### src/rtl/shift_seq_pkg.sv
// ---------------------------------------------------------------------------
// shift_seq_pkg
//
// Shared definitions for the shift step sequencer and the benches that sit
// next to the barrel_shifter:
//   - seqState_e   : IDLE / STEP / DONE states of the sequencer
//   - DEF_WIDTH    : default data width, matching the barrel_shifter
//   - DEF_AMT_W    : default barrel_shifter shift-amount width
//   - DEF_MAX_STEP : largest shift a single shifter pass can perform
//   - maxStep()    : MAX_STEP for an arbitrary shift-amount width
// ---------------------------------------------------------------------------
package shift_seq_pkg;

   // The three sequencer phases: waiting for a command, feeding passes
   // through the shifter, and presenting the result to the consumer.
   typedef enum logic [1:0] {
      IDLE = 2'd0,
      STEP = 2'd1,
      DONE = 2'd2
   } seqState_e;

   localparam int DEF_WIDTH = 4;
   localparam int DEF_AMT_W = 2;

   // A shifter with an AMT_W-bit amount port can move at most 2^AMT_W-1
   // positions in one pass.
   function automatic int maxStep(input int amtW);
      return (1 << amtW) - 1;
   endfunction

   localparam int DEF_MAX_STEP = (1 << DEF_AMT_W) - 1;

endpackage

### src/rtl/shift_step_sequencer.sv
// ---------------------------------------------------------------------------
// shift_step_sequencer
//
// Takes one shift command (word, total amount, direction) per valid/ready
// handshake and breaks it into passes through an external combinational
// barrel shifter. Each pass shifts by at most MAX_STEP positions; the shifter
// output is registered between passes. The finished word and the number of
// passes used are offered on a valid/ready output.
//
// Valid for any shifter whose same-direction passes add up (logical shift or
// rotate), so the shifter itself lives one level up and can be swapped.
//
// Ports:
//   clk          rising-edge clock
//   rst          asynchronous active-high reset
//   in_valid     command present
//   in_ready     sequencer can accept a command (IDLE only)
//   in_data      word to shift
//   in_amt       total shift amount
//   in_dir       direction, forwarded unchanged to the shifter
//   sh_data_in   to shifter data input
//   sh_amt       to shifter shift amount
//   sh_dir       to shifter direction
//   sh_data_out  from shifter data output (combinational return)
//   out_valid    result available
//   out_ready    consumer takes the result
//   out_data     shifted word
//   out_steps    number of shifter passes used
// ---------------------------------------------------------------------------
module shift_step_sequencer
   import shift_seq_pkg::*;
#(
   parameter int WIDTH = DEF_WIDTH,
   parameter int AMT_W = DEF_AMT_W,
   parameter int TOT_W = 4
) (
   input  logic             clk,
   input  logic             rst,

   input  logic             in_valid,
   output logic             in_ready,
   input  logic [WIDTH-1:0] in_data,
   input  logic [TOT_W-1:0] in_amt,
   input  logic             in_dir,

   output logic [WIDTH-1:0] sh_data_in,
   output logic [AMT_W-1:0] sh_amt,
   output logic             sh_dir,
   input  logic [WIDTH-1:0] sh_data_out,

   output logic             out_valid,
   input  logic             out_ready,
   output logic [WIDTH-1:0] out_data,
   output logic [TOT_W-1:0] out_steps
);

   localparam int MAX_STEP = maxStep(AMT_W);

   seqState_e        state_q, state_d;
   logic [WIDTH-1:0] work_q, work_d;
   logic [TOT_W-1:0] rem_q, rem_d;
   logic             dir_q, dir_d;
   logic [TOT_W-1:0] steps_q, steps_d;

   logic [AMT_W-1:0] stepAmt;
   logic [TOT_W-1:0] remAfter;

   // Size of the current pass: a full MAX_STEP while more than that remains,
   // otherwise whatever is left. Because stepAmt never exceeds rem_q the
   // remaining count cannot wrap below zero.
   always_comb begin
      if (rem_q > TOT_W'(MAX_STEP)) begin
         stepAmt = AMT_W'(MAX_STEP);
      end else begin
         stepAmt = rem_q[AMT_W-1:0];
      end
      remAfter = rem_q - TOT_W'(stepAmt);
   end

   // Next-state logic. Command fields are captured only at acceptance, so
   // the in_* pins are free to change while a command is in flight. In STEP
   // the shifter output loops straight back into the work register, which is
   // the only combinational path through the block.
   always_comb begin
      state_d = state_q;
      work_d  = work_q;
      rem_d   = rem_q;
      dir_d   = dir_q;
      steps_d = steps_q;

      case (state_q)
         IDLE: begin
            if (in_valid) begin
               work_d  = in_data;
               rem_d   = in_amt;
               dir_d   = in_dir;
               steps_d = '0;
               state_d = (in_amt != '0) ? STEP : DONE;
            end
         end

         STEP: begin
            work_d  = sh_data_out;
            rem_d   = remAfter;
            steps_d = steps_q + TOT_W'(1);
            state_d = (remAfter == '0) ? DONE : STEP;
         end

         DONE: begin
            if (out_ready) begin
               state_d = IDLE;
            end
         end

         default: begin
            state_d = IDLE;
         end
      endcase
   end

   // State registers. Reset abandons any in-flight command outright; since
   // out_valid is decoded from DONE alone, no partial result can leak out.
   always_ff @(posedge clk or posedge rst) begin
      if (rst) begin
         state_q <= IDLE;
         work_q  <= '0;
         rem_q   <= '0;
         dir_q   <= 1'b0;
         steps_q <= '0;
      end else begin
         state_q <= state_d;
         work_q  <= work_d;
         rem_q   <= rem_d;
         dir_q   <= dir_d;
         steps_q <= steps_d;
      end
   end

   // Output decode, all from registered state. Outside STEP the shifter is
   // given a zero amount so it just passes the held word through.
   always_comb begin
      in_ready   = (state_q == IDLE);
      out_valid  = (state_q == DONE);
      sh_data_in = work_q;
      sh_dir     = dir_q;
      sh_amt     = (state_q == STEP) ? stepAmt : '0;
      out_data   = (state_q == DONE) ? work_q : '0;
      out_steps  = (state_q == DONE) ? steps_q : '0;
   end

endmodule

### config.mk
export PLATFORM = sky130hd
export DESIGN_NAME = shift_step_sequencer
export DESIGN_NICKNAME = d
export VERILOG_FILES = /design/src/rtl/shift_seq_pkg.sv /design/src/rtl/shift_step_sequencer.sv
export SDC_FILE = /design/constraint.sdc
export NUM_CORES = 1
export LEC_CHECK = 0
export BUFFER_PORTS_ARGS = -buffer_cell sky130_fd_sc_hd__buf_2
export CAP_MARGIN = 15
export CORE_MARGIN = 4
export CORE_UTILIZATION = 31
export DETAILED_ROUTE_END_ITERATION = 6
export HOLD_SLACK_MARGIN = 0.06
export PLACE_DENSITY = 0.61
export SLEW_MARGIN = 20
export SYNTH_ARGS = -nofsm -noshare
export SYNTH_HDL_FRONTEND = slang
export SYNTH_SLANG_ARGS = --single-unit
### constraint.sdc
create_clock -name clk -period 3.3 [get_ports clk]
set_clock_uncertainty 0.2 [all_clocks]
set_input_delay 0.165 -clock clk [delete_from_list [all_inputs] [get_ports clk]]
set_output_delay 0.165 -clock clk [all_outputs]
set_load 0.05 [all_outputs]
==> key figures <==
Floorplanning
  – Die Footprint: 3760 sq um
  – Die W: roughly 61 um
  – Initial core utilization: 0.322
  – Core ar.: 2730 sq um
  – Die height: about 61 um
  – I/O Pins: 34
  – Rows: 19

Finish
  – Area delta synth->final: 40.3%
  – Antenna cells: 0
  – Share of layout cells above drive strength 1: 0.267
  – FF/Latch Area: 375 sq um
  – Multi-input gate area: 460 sq um
  – Filler Cell Count: 294
  – Nets: around 170

Setup path
  – Reg-to-Reg Start: rem_q[2]
  – Arr. time, crit path: 2500 ps
  – Reg2Reg Depth: 6
  – Worst-path fanout max: 9
  – Worst R2R Setup Slack: 840 ps
  – Crit path launch type: register
  – Critical Path RT: 3330 ps
  – CP Class: reg -> reg
  – Crit. End Element: register
  – R2r endpoint: state_q[0]

GRT
  – First-pass GRT wire length: 3.60 mm
  – Overall global routing resource usage: 0.131
  – Initial antenna violation count: 0
  – Largest net degree at the start of global routing: 17
  – GRT overflow: 0
  – Vias in the first global route: ~780

Drt
  – Total routed wirelength: 2.25 mm
  – Drt wl/cell: 12.7 um
  – Detailed Routing Iterations Pass 1: 4
  – DRT iter0 DRCs: 20
  – Via-per-instance ratio: 5.01
  – Drt drc: 0
  – DRT antenna net count: 0
  – Vias after detailed routing: 886

Yosys
  – Area fraction of the dominant cell type after synthesis: 0.426
  – Largest family of logic cells by synthesized area: compound AO/OA/AOI/OAI gates
  – Compound-gate portion of the synthesized area: 0.223
  – Seq/Total Area, Yosys: 0.426
  – Synth area leader: dfrtp_1
  – Mux share of post-synthesis cell area: 0.0355
  – Count of different cell masters after synthesis: 30
  – Post-Synth Adder-Cell Area: 0.0426
  – Most frequent cells after synthesis: dfrtp_1 (15), nand2_1 (12), o21ai_0 (11)
  – Post-synthesis instance total: just under 100
  – Post-synthesis simple-gate area fraction: 0.222
  – Post-synth EDFFs: 0
  – Main synth FF type: dfrtp_1
  – XOR/XNOR share of the synthesized area: 0
  – Async S/R FF share, synth: 1.00
  – Synth top area cells: dfrtp_1 (43%), o21ai_0 (6.3%), and2_1 (5.7%)
  – Syn_nets: 119
  – Synth warn: 0
  – Mapped Area: 881 sq um
  – Cell with the most instances after synthesis: dfrtp_1
  – Mean Syn Cell Area: 8.90 sq um
  – #FFs+latches synth: 15

Placement
  – Post-detail-place hpwl: 1.67 mm
  – GPL Wtd Cong: 0.849
  – IO buf count: 33

Clock tree
  – Clk root buf: clkbuf_4
  – Clock buffer depth: 2
  – CTS tree: built
  – H-tree levels: 1
  – CTS resizes: 0
  – Clock Latency Late Sink: 290 ps
  – Clk slew on worst S/H paths: 100 ps
  – CTS Sinks: 15
  – TritonCTS buffer count: 3

Flow run
  – Maxcap violations: 0

Timing
  – Worst-Margin Slew: between 800 and 900 ps
  – Endpoints failing setup: 0
  – RSZ-0062 raised after global routing: false
  – Slew headroom: 0.444
  – WHS: 96.6 ps
  – Setup_tns: 0 ps
  – Post-layout min period: 2460 ps
  – Final hold violations: 0
  – Final period utilization: 0.747
  – Fmax: 406 MHz
  – Final number of max-transition violations: 0

Min path
  – Hold path depth: 3
  – Hold Crit Class: in -> reg
  – Min-Delay Endpoint: rem_q[0]
  – Hold_sp: in_amt[0]

Power and ir drop
  – Highest ir drop seen on vdd: 0.670 mV
  – Power density over the cells: 975 nW/um^2
  – Leakage: 0.604 nW

Status
  – Status: completed
## layout by cell type, fill, tap and decap left out
cell type	netlist	layout
buf_2	3	33
dlygate4sd3_1	0	15
dfrtp_1	15	15
nand2_1	12	12
o21ai_0	11	11
and2_1	8	8
a22oi_1	5	5
nor2_1	5	5
inv_1	5	5
o21bai_1	3	3
a21oi_1	3	3
ha_1	3	3
clkbuf_4	0	3
nand3_1	2	2
nor2b_1	2	2
a31oi_1	2	2
nor3b_1	2	2
mux2i_1	2	2
o22ai_1	2	2
nor3_1	2	2
and2b_2	1	1
and4bb_1	1	1
nand2b_1	1	1
nor4_1	1	1
o2bb2a_1	1	1
o21ai_1	1	1
a311o_1	1	1
mux2_2	1	1
a21o_1	1	1
o22a_1	1	1
clkinv_2	0	1
## power breakdown
part	total [mW]	leakage [nW]	internal [mW]	switching, mW
Clock	0.108	0.0177	0.0450	0.0634
Sequential	0.387	0.188	0.270	0.117
Combinational	0.709	0.399	0.260	0.450
Total	1.20	0.604	0.575	0.630
## layout make-up
class                      instances  area share
tap                               31      0.0314
clock buffer                       3      0.0182
clock inverter                     1     0.00405
sequential                        15       0.304
multi-input combinational         74       0.372
inverter                           5      0.0152
timing repair buffer              48       0.255
## registers in the layout (all words and copies together) (netlist names)
register	flops
sh_data_in	4
rem_q	4
steps_q	4
state_q	2
sh_dir	1
## routing by layer
layer | vias to the layer above | share of wire | track usage
li1 | 445 | - | -
met5 | - | 0 | 0
met4 | 0 | 0.013 | 0.0464
met3 | 5 | 0.070 | 0.0252
met2 | 29 | 0.49 | 0.230
met1 | 407 | 0.42 | 0.159
## worst max-delay path: stages (launching register included)
cell and delay, ps:
dfrtp_1 480, o21bai_1 270, ha_1 260, and4bb_1 240, a311o_1 310, o21ai_0 80
dlygate4sd3_1 570
## timing repair
action                     in CTS  in global routing
hold buffers                   15                  0
hold endpoints to repair       25                  0
buffers inserted                0                  0
setup endpoints to repair       0                  0
## cells by family after synthesis
logic type      Yosys count
simple gates             37
compound gates           31
flops                    15
buf+inv                  10
mux                       3
fa+ha+maj                 3
## worst max-delay path by stage
| stage | start | end | cells past startpoint |
|---|---|---|---|
| after floorplan | state_q[0] | out_data[0] | 3 |
| after global placement | state_q[1] | out_steps[1] | 3 |
| after detailed placement | state_q[1] | out_steps[3] | 3 |
| after CTS | rem_q[2] | state_q[0] | 6 |
| after global routing | rem_q[2] | state_q[0] | 6 |
| final | rem_q[2] | state_q[0] | 6 |
## per-stage QoR
| step | utilization | cells | worst slack, ps | total power [mW] | area, sq um |
|---|---|---|---|---|---|
| after floorplan | - | 99 | 1330 | 0.903 | 881 |
| after global placement | 0.387 | 158 | 1450 | 1.04 | 1060 |
| after detailed placement | 0.387 | 158 | 1360 | 1.06 | 1060 |
| after CTS | 0.452 | 177 | 888 | 1.22 | 1240 |
| after global routing | 0.452 | 177 | 783 | 1.30 | 1240 |
| final | 0.452 | 177 | 835 | 1.20 | 1240 |
No activity file was read; power rests on OpenSTA's default activity.
